===== config.mk =====
export PLATFORM = sky130hd
export DESIGN_NAME = l2_port_arbiter
export DESIGN_NICKNAME = d
export VERILOG_FILES = /design/src/rtl/l2_port_arbiter.sv
export SDC_FILE = /design/constraint.sdc
export NUM_CORES = 1
export LEC_CHECK = 0
export CORE_AREA = 3 3 334 336
export CTS_CLUSTER_DIAMETER = 50
export DETAILED_ROUTE_END_ITERATION = 10
export DIE_AREA = 0 0 337 339
export PLACE_DENSITY = 0.58
export SYNTH_ARGS = -nofsm -noshare
export SYNTH_HDL_FRONTEND = slang
export SYNTH_SLANG_ARGS = --single-unit

===== constraint.sdc =====
create_clock -name sys_clk -period 23.7 [get_ports sys_clk]
set_input_delay 7.11 -clock sys_clk [delete_from_list [all_inputs] [get_ports sys_clk]]
set_output_delay 7.11 -clock sys_clk [all_outputs]
set_load 0.02 [all_outputs]

===== src/rtl/l2_port_arbiter.sv =====
// Shares one L2/memory request port between the I-L1 (port 0) and D-L1 (port 1), round-robin, one transaction in flight.
// Latency: request pulse to mem_req_valid is 2 edges; mem_res_valid to pX_res_ready is 1 edge; one IDLE cycle between transactions.
// Backpressure: mem_req_valid and its fields hold until mem_req_ready; each port queues 2 requests and drops (sticky overflow) beyond that.

module l2_arb_fifo #(
    parameter int WIDTH = 8,
    parameter int DEPTH = 2
) (
    input  logic             clk_i,
    input  logic             rst_ni,
    input  logic             push_i,
    input  logic             pop_i,
    input  logic [WIDTH-1:0] push_dat_i,
    output logic [WIDTH-1:0] head_dat_o,
    output logic             empty_o,
    output logic             full_o
);
    // Small generic FIFO: head is visible combinationally, pop must only be asserted when non-empty.
    // Latency: a push is visible at the head one edge later.
    // Backpressure: full_o is reported; a push while full is accepted only together with a pop.

    localparam int PTR_W = (DEPTH > 1) ? $clog2(DEPTH) : 1;
    localparam int CNT_W = $clog2(DEPTH + 1);

    logic [WIDTH-1:0] mem_q [DEPTH];
    logic [PTR_W-1:0] wr_ptr_q;
    logic [PTR_W-1:0] rd_ptr_q;
    logic [CNT_W-1:0] cnt_q;
    logic             push_ok;

    assign full_o     = (cnt_q == CNT_W'(DEPTH));
    assign empty_o    = (cnt_q == '0);
    assign push_ok    = push_i && (!full_o || pop_i);
    assign head_dat_o = mem_q[rd_ptr_q];

    always_ff @(posedge clk_i) begin
        if (push_ok) begin
            mem_q[wr_ptr_q] <= push_dat_i;
        end
    end

    always_ff @(posedge clk_i or negedge rst_ni) begin
        if (!rst_ni) begin
            wr_ptr_q <= '0;
            rd_ptr_q <= '0;
            cnt_q    <= '0;
        end else begin
            if (push_ok) begin
                wr_ptr_q <= wr_ptr_q + 1'b1;
            end
            if (pop_i) begin
                rd_ptr_q <= rd_ptr_q + 1'b1;
            end
            if (push_ok && !pop_i) begin
                cnt_q <= cnt_q + 1'b1;
            end else if (!push_ok && pop_i) begin
                cnt_q <= cnt_q - 1'b1;
            end
        end
    end
endmodule

module l2_port_arbiter #(
    parameter int ADDR_W     = 27,
    parameter int LINE_W     = 128,
    parameter int FIFO_DEPTH = 2
) (
    input  logic              sys_clk,
    input  logic              rstn,
    input  logic [ADDR_W-1:0] p0_req_addr,
    input  logic [LINE_W-1:0] p0_req_data,
    input  logic              p0_req_rw,
    input  logic              p0_req_valid,
    input  logic [ADDR_W-1:0] p1_req_addr,
    input  logic [LINE_W-1:0] p1_req_data,
    input  logic              p1_req_rw,
    input  logic              p1_req_valid,
    output logic [LINE_W-1:0] p0_res_data,
    output logic              p0_res_ready,
    output logic [LINE_W-1:0] p1_res_data,
    output logic              p1_res_ready,
    output logic [ADDR_W-1:0] mem_req_addr,
    output logic [LINE_W-1:0] mem_req_data,
    output logic              mem_req_rw,
    output logic              mem_req_valid,
    input  logic              mem_req_ready,
    input  logic [LINE_W-1:0] mem_res_data,
    input  logic              mem_res_valid,
    output logic              grant,
    output logic              busy,
    output logic              overflow
);
    typedef struct packed {
        logic [ADDR_W-1:0] addr;
        logic [LINE_W-1:0] data;
        logic              rw;
    } req_t;

    typedef enum logic [1:0] {IDLE, ISSUE, WAIT, RESP} state_t;

    state_t            state_q;
    logic              last_q;
    logic              grant_q;
    logic              busy_q;
    logic              overflow_q;
    logic [ADDR_W-1:0] mem_req_addr_q;
    logic [LINE_W-1:0] mem_req_data_q;
    logic              mem_req_rw_q;
    logic              mem_req_valid_q;
    logic [LINE_W-1:0] p0_res_data_q;
    logic [LINE_W-1:0] p1_res_data_q;
    logic              p0_res_ready_q;
    logic              p1_res_ready_q;

    req_t p0_in, p1_in, head0, head1, head_sel;
    logic empty0, empty1, full0, full1;
    logic start, sel, pop0, pop1, ovf0, ovf1;

    assign p0_in = '{addr: p0_req_addr, data: p0_req_data, rw: p0_req_rw};
    assign p1_in = '{addr: p1_req_addr, data: p1_req_data, rw: p1_req_rw};

    l2_arb_fifo #(.WIDTH($bits(req_t)), .DEPTH(FIFO_DEPTH)) u_fifo0 (
        .clk_i      (sys_clk),
        .rst_ni     (rstn),
        .push_i     (p0_req_valid),
        .pop_i      (pop0),
        .push_dat_i (p0_in),
        .head_dat_o (head0),
        .empty_o    (empty0),
        .full_o     (full0)
    );

    l2_arb_fifo #(.WIDTH($bits(req_t)), .DEPTH(FIFO_DEPTH)) u_fifo1 (
        .clk_i      (sys_clk),
        .rst_ni     (rstn),
        .push_i     (p1_req_valid),
        .pop_i      (pop1),
        .push_dat_i (p1_in),
        .head_dat_o (head1),
        .empty_o    (empty1),
        .full_o     (full1)
    );

    // Round-robin only matters when both queues hold work; otherwise the lone requester wins.
    assign sel      = (!empty0 && !empty1) ? ~last_q : !empty1;
    assign start    = (state_q == IDLE) && (!empty0 || !empty1);
    assign pop0     = start && !sel;
    assign pop1     = start && sel;
    assign head_sel = sel ? head1 : head0;
    assign ovf0     = p0_req_valid && full0 && !pop0;
    assign ovf1     = p1_req_valid && full1 && !pop1;

    always_ff @(posedge sys_clk or negedge rstn) begin
        if (!rstn) begin
            state_q         <= IDLE;
            last_q          <= 1'b1;
            grant_q         <= 1'b0;
            busy_q          <= 1'b0;
            overflow_q      <= 1'b0;
            mem_req_addr_q  <= '0;
            mem_req_data_q  <= '0;
            mem_req_rw_q    <= 1'b0;
            mem_req_valid_q <= 1'b0;
            p0_res_data_q   <= '0;
            p1_res_data_q   <= '0;
            p0_res_ready_q  <= 1'b0;
            p1_res_ready_q  <= 1'b0;
        end else begin
            p0_res_ready_q <= 1'b0;
            p1_res_ready_q <= 1'b0;
            if (ovf0 || ovf1) begin
                overflow_q <= 1'b1;
            end
            case (state_q)
                IDLE: begin
                    if (start) begin
                        mem_req_addr_q  <= head_sel.addr;
                        mem_req_data_q  <= head_sel.data;
                        mem_req_rw_q    <= head_sel.rw;
                        mem_req_valid_q <= 1'b1;
                        grant_q         <= sel;
                        last_q          <= sel;
                        busy_q          <= 1'b1;
                        state_q         <= ISSUE;
                    end
                end
                ISSUE: begin
                    if (mem_req_ready) begin
                        mem_req_valid_q <= 1'b0;
                        state_q         <= WAIT;
                    end
                end
                WAIT: begin
                    // Write-back acks terminate here; only fills are returned to the L1.
                    if (mem_res_valid) begin
                        if (mem_req_rw_q) begin
                            busy_q  <= 1'b0;
                            state_q <= IDLE;
                        end else begin
                            if (grant_q) begin
                                p1_res_data_q  <= mem_res_data;
                                p1_res_ready_q <= 1'b1;
                            end else begin
                                p0_res_data_q  <= mem_res_data;
                                p0_res_ready_q <= 1'b1;
                            end
                            state_q <= RESP;
                        end
                    end
                end
                RESP: begin
                    busy_q  <= 1'b0;
                    state_q <= IDLE;
                end
                default: state_q <= IDLE;
            endcase
        end
    end

    assign mem_req_addr  = mem_req_addr_q;
    assign mem_req_data  = mem_req_data_q;
    assign mem_req_rw    = mem_req_rw_q;
    assign mem_req_valid = mem_req_valid_q;
    assign p0_res_data   = p0_res_data_q;
    assign p1_res_data   = p1_res_data_q;
    assign p0_res_ready  = p0_res_ready_q;
    assign p1_res_ready  = p1_res_ready_q;
    assign grant         = grant_q;
    assign busy          = busy_q;
    assign overflow      = overflow_q;
endmodule


==> run metrics <==
status complete, no violations; fmax 0.1045 GHz; CTS Sinks 1053; routed length per instance 27.03 um; PortBufs 863; clock root cell clkbuf_16; Post-synth EDFFs 624; clock share of power 0.244; largest net degree at the start of global routing 103; Initial Utilization 0.3617; clock slew at reported path FFs 0.06 ns; Layout fillers 9083; Worst IR Drop VDD 0.07664 mV; Main synth FF type edfxtp_1; Int Power 4916 uW; Setup WS post-layout 14.13 ns; Mapped Area 39380 um^2; gr usage total 0.2109; post-synthesis sequential area ratio 0.7485; number of synthesis warnings 0; share of the synthesized area in the top cell type 0.4759; multi-input logic area 9253 um^2; ys async rst share 0.4074; switching power 2639 uW; Max Buffers Root-to-Sink 3; Setup crit start kind primary input; PD cells 141.2 nW/um^2; CTS resizes 0; Post-Syn Nets 2584; Die X 337 um; drc violations 0; #FFs+latches synth 1053; Detailed Place HPWL 83.36 mm; period utilization 0.4039; post-CTS repair timing setup buffer count 0; Avg Inst Size Synth 18.43 um^2; global-route wire length before repair 175.6 mm; most frequent cell after synthesis edfxtp_1; Final Skew 0.02424 ns; Min Hold Slack 0.5034 ns; H-tree Lvls 3; Leakage 0.02031 uW; RePlAce Congestion 0.8359; Critical Path End Type flop; CP Max Fanout 63; WP data required 24.26 ns; final net count 3461; final wirelength 123.3 mm; RSZ-0062 raised after global routing no; share of cells above drive strength 1 0.1917; Max Cap Violations 0; pre-CTS setup slack 13.38 ns; Num CTS Buffers 116; HP Class reg -> reg; Comb pwr share 0.371; Final Hold Viols 0; setup TNS 0 ns; relative slew slack 0.2115; slew of the pin with the lowest slew margin 1.183 ns; Overall Power 7554 uW; top cell type by total area after synthesis edfxtp_1; critical path data arrival time 10.13 ns; number of global-route vias before repair 24800; I/O Pins 864; TritonRoute pass-1 iters 4; 1st-iter DRT viols 1361; synth cell count leaders edfxtp_1 (624), dfrtp_1 (428), mux2i_1 (313), mux2_2 (256), o21ai_0 (153); CTS tree yes; ANT nets after route 0; clock latency on the worst-skew pair 0.69 ns; Die Ht 339 um; top cells by area, synth edfxtp_1 (48%), dfrtp_1 (27%), mux2i_1 (8.0%), mux2_2 (7.3%), o221ai_2 (3.9%); hold_buf cts 0; number of distinct library cells after synthesis 39; Final setup viols 0; max-slew violations 0; synth-to-layout area growth 35.90%; switching share of total power 0.3493; total grt overflow 0; core area 108900 um^2; row cnt 121; Flop pwr share 0.386; vias post-DR 23070; die area 114200 um^2; Seq. cell area 29480 um^2; initial antenna violation count 78; DR vias/cell 5.058; Setup Crit Path Kind in -> reg; Post-Syn Instances 2136; final worst path period need 9.571 ns
## state kept, by name, summed over array words and instances, names as in the netlist, 2 cells and up
register / count
u_fifo0.mem_q: 312
p1_res_data: 128
mem_req_addr: 27
u_fifo0.cnt_q: 2
state_q: 2
u_fifo1.cnt_q: 2
u_fifo1.mem_q: 312
p0_res_data: 128
mem_req_data: 128
## worst max-delay path: stages
cell and delay (ns):
clkdlybuf4s50_1 0.51, nand4bb_1 0.21, nor2_4 0.26, buf_4 0.67
buf_4 0.76, mux2_2 0.42
## logic make-up after synthesis
logic type	synth area share
multiplexers	0.1528
buffers and inverters	0.01767
flip-flops	0.7485
adder cells (fa/ha/maj)	0.0006354
XOR/XNOR	0.001779
AND/OR/NAND/NOR	0.004449
AO/OA/AOI/OAI	0.07416
## layout by cell type (no fill, tap or decap), types with 6 or more instances in the layout
cell type | Yosys | final
clkdlybuf4s50_1 | 0 | 862
mux2i_1 | 313 | 313
diode_2 | 0 | 33
clkbuf_1 | 71 | 23
clkbuf_8 | 0 | 20
bufinv_16 | 0 | 10
dfrtp_1 | 428 | 426
o221ai_2 | 101 | 101
o21ai_0 | 153 | 153
clkinv_2 | 0 | 19
o221ai_1 | 55 | 55
clkinv_4 | 0 | 6
edfxtp_1 | 624 | 624
mux2_2 | 256 | 256
o21ai_1 | 6 | 6
buf_4 | 1 | 31
clkbuf_16 | 0 | 120
## path summary, 6_finish.rpt
check	startpoint	to	slack, ns	cells past startpoint
min in group asynchronous	rstn	mem_req_data[51]	6.40	1
worst max-delay path	mem_res_valid	p0_res_data[90]	14.13	6
max in group asynchronous	rstn	p1_res_data[43]	14.33	4
worst min register to register	p1_res_data[99]	p1_res_data[99]	0.50	1
worst min-delay path	p1_res_data[99]	p1_res_data[99]	0.50	1
worst max register to register	state_q[1]	u_fifo0.cnt_q[1]	19.69	6
## layer usage
metal / GRT usage / share of wire / wire length, um
met5: 0 / 0.0043 / 531
met4: 0.07908 / 0.030 / 3714
met3: 0.08810 / 0.099 / 12190
met2: 0.3540 / 0.50 / 61650
met1: 0.2390 / 0.37 / 45210
## power groups by stage
stage	clock network, uW	registers [uW]	logic (uW)
6_report	1840	2910	2800
4_1_cts	1890	2920	2860
2_1_floorplan	0	3300	1190
3_3_place_gp	0	2920	2810
3_5_place_dp	0	2940	2860
5_1_grt	1970	2980	2970
## area by class of cell
cell class | instances | area share
clock inverters | 56 | 0.01190
well taps | 1414 | 0.03306
flip-flops and latches | 1053 | 0.5509
repair buffers | 895 | 0.1662
clock buffers | 163 | 0.06287
multi-input cells | 941 | 0.1729
diodes | 33 | 0.001543
inverters | 6 | 0.0005611
## stage by stage
stage          utilization  area [um^2]  instances
2_1_floorplan            -        39380       2136
5_1_grt             0.4912        53470       4544
4_1_cts             0.4909        53430       4528
3_5_place_dp        0.4541        49430       4309
3_3_place_gp        0.4541        49430       4309
6_report            0.4916        53510       4561
(Power assumes the default switching activity.)
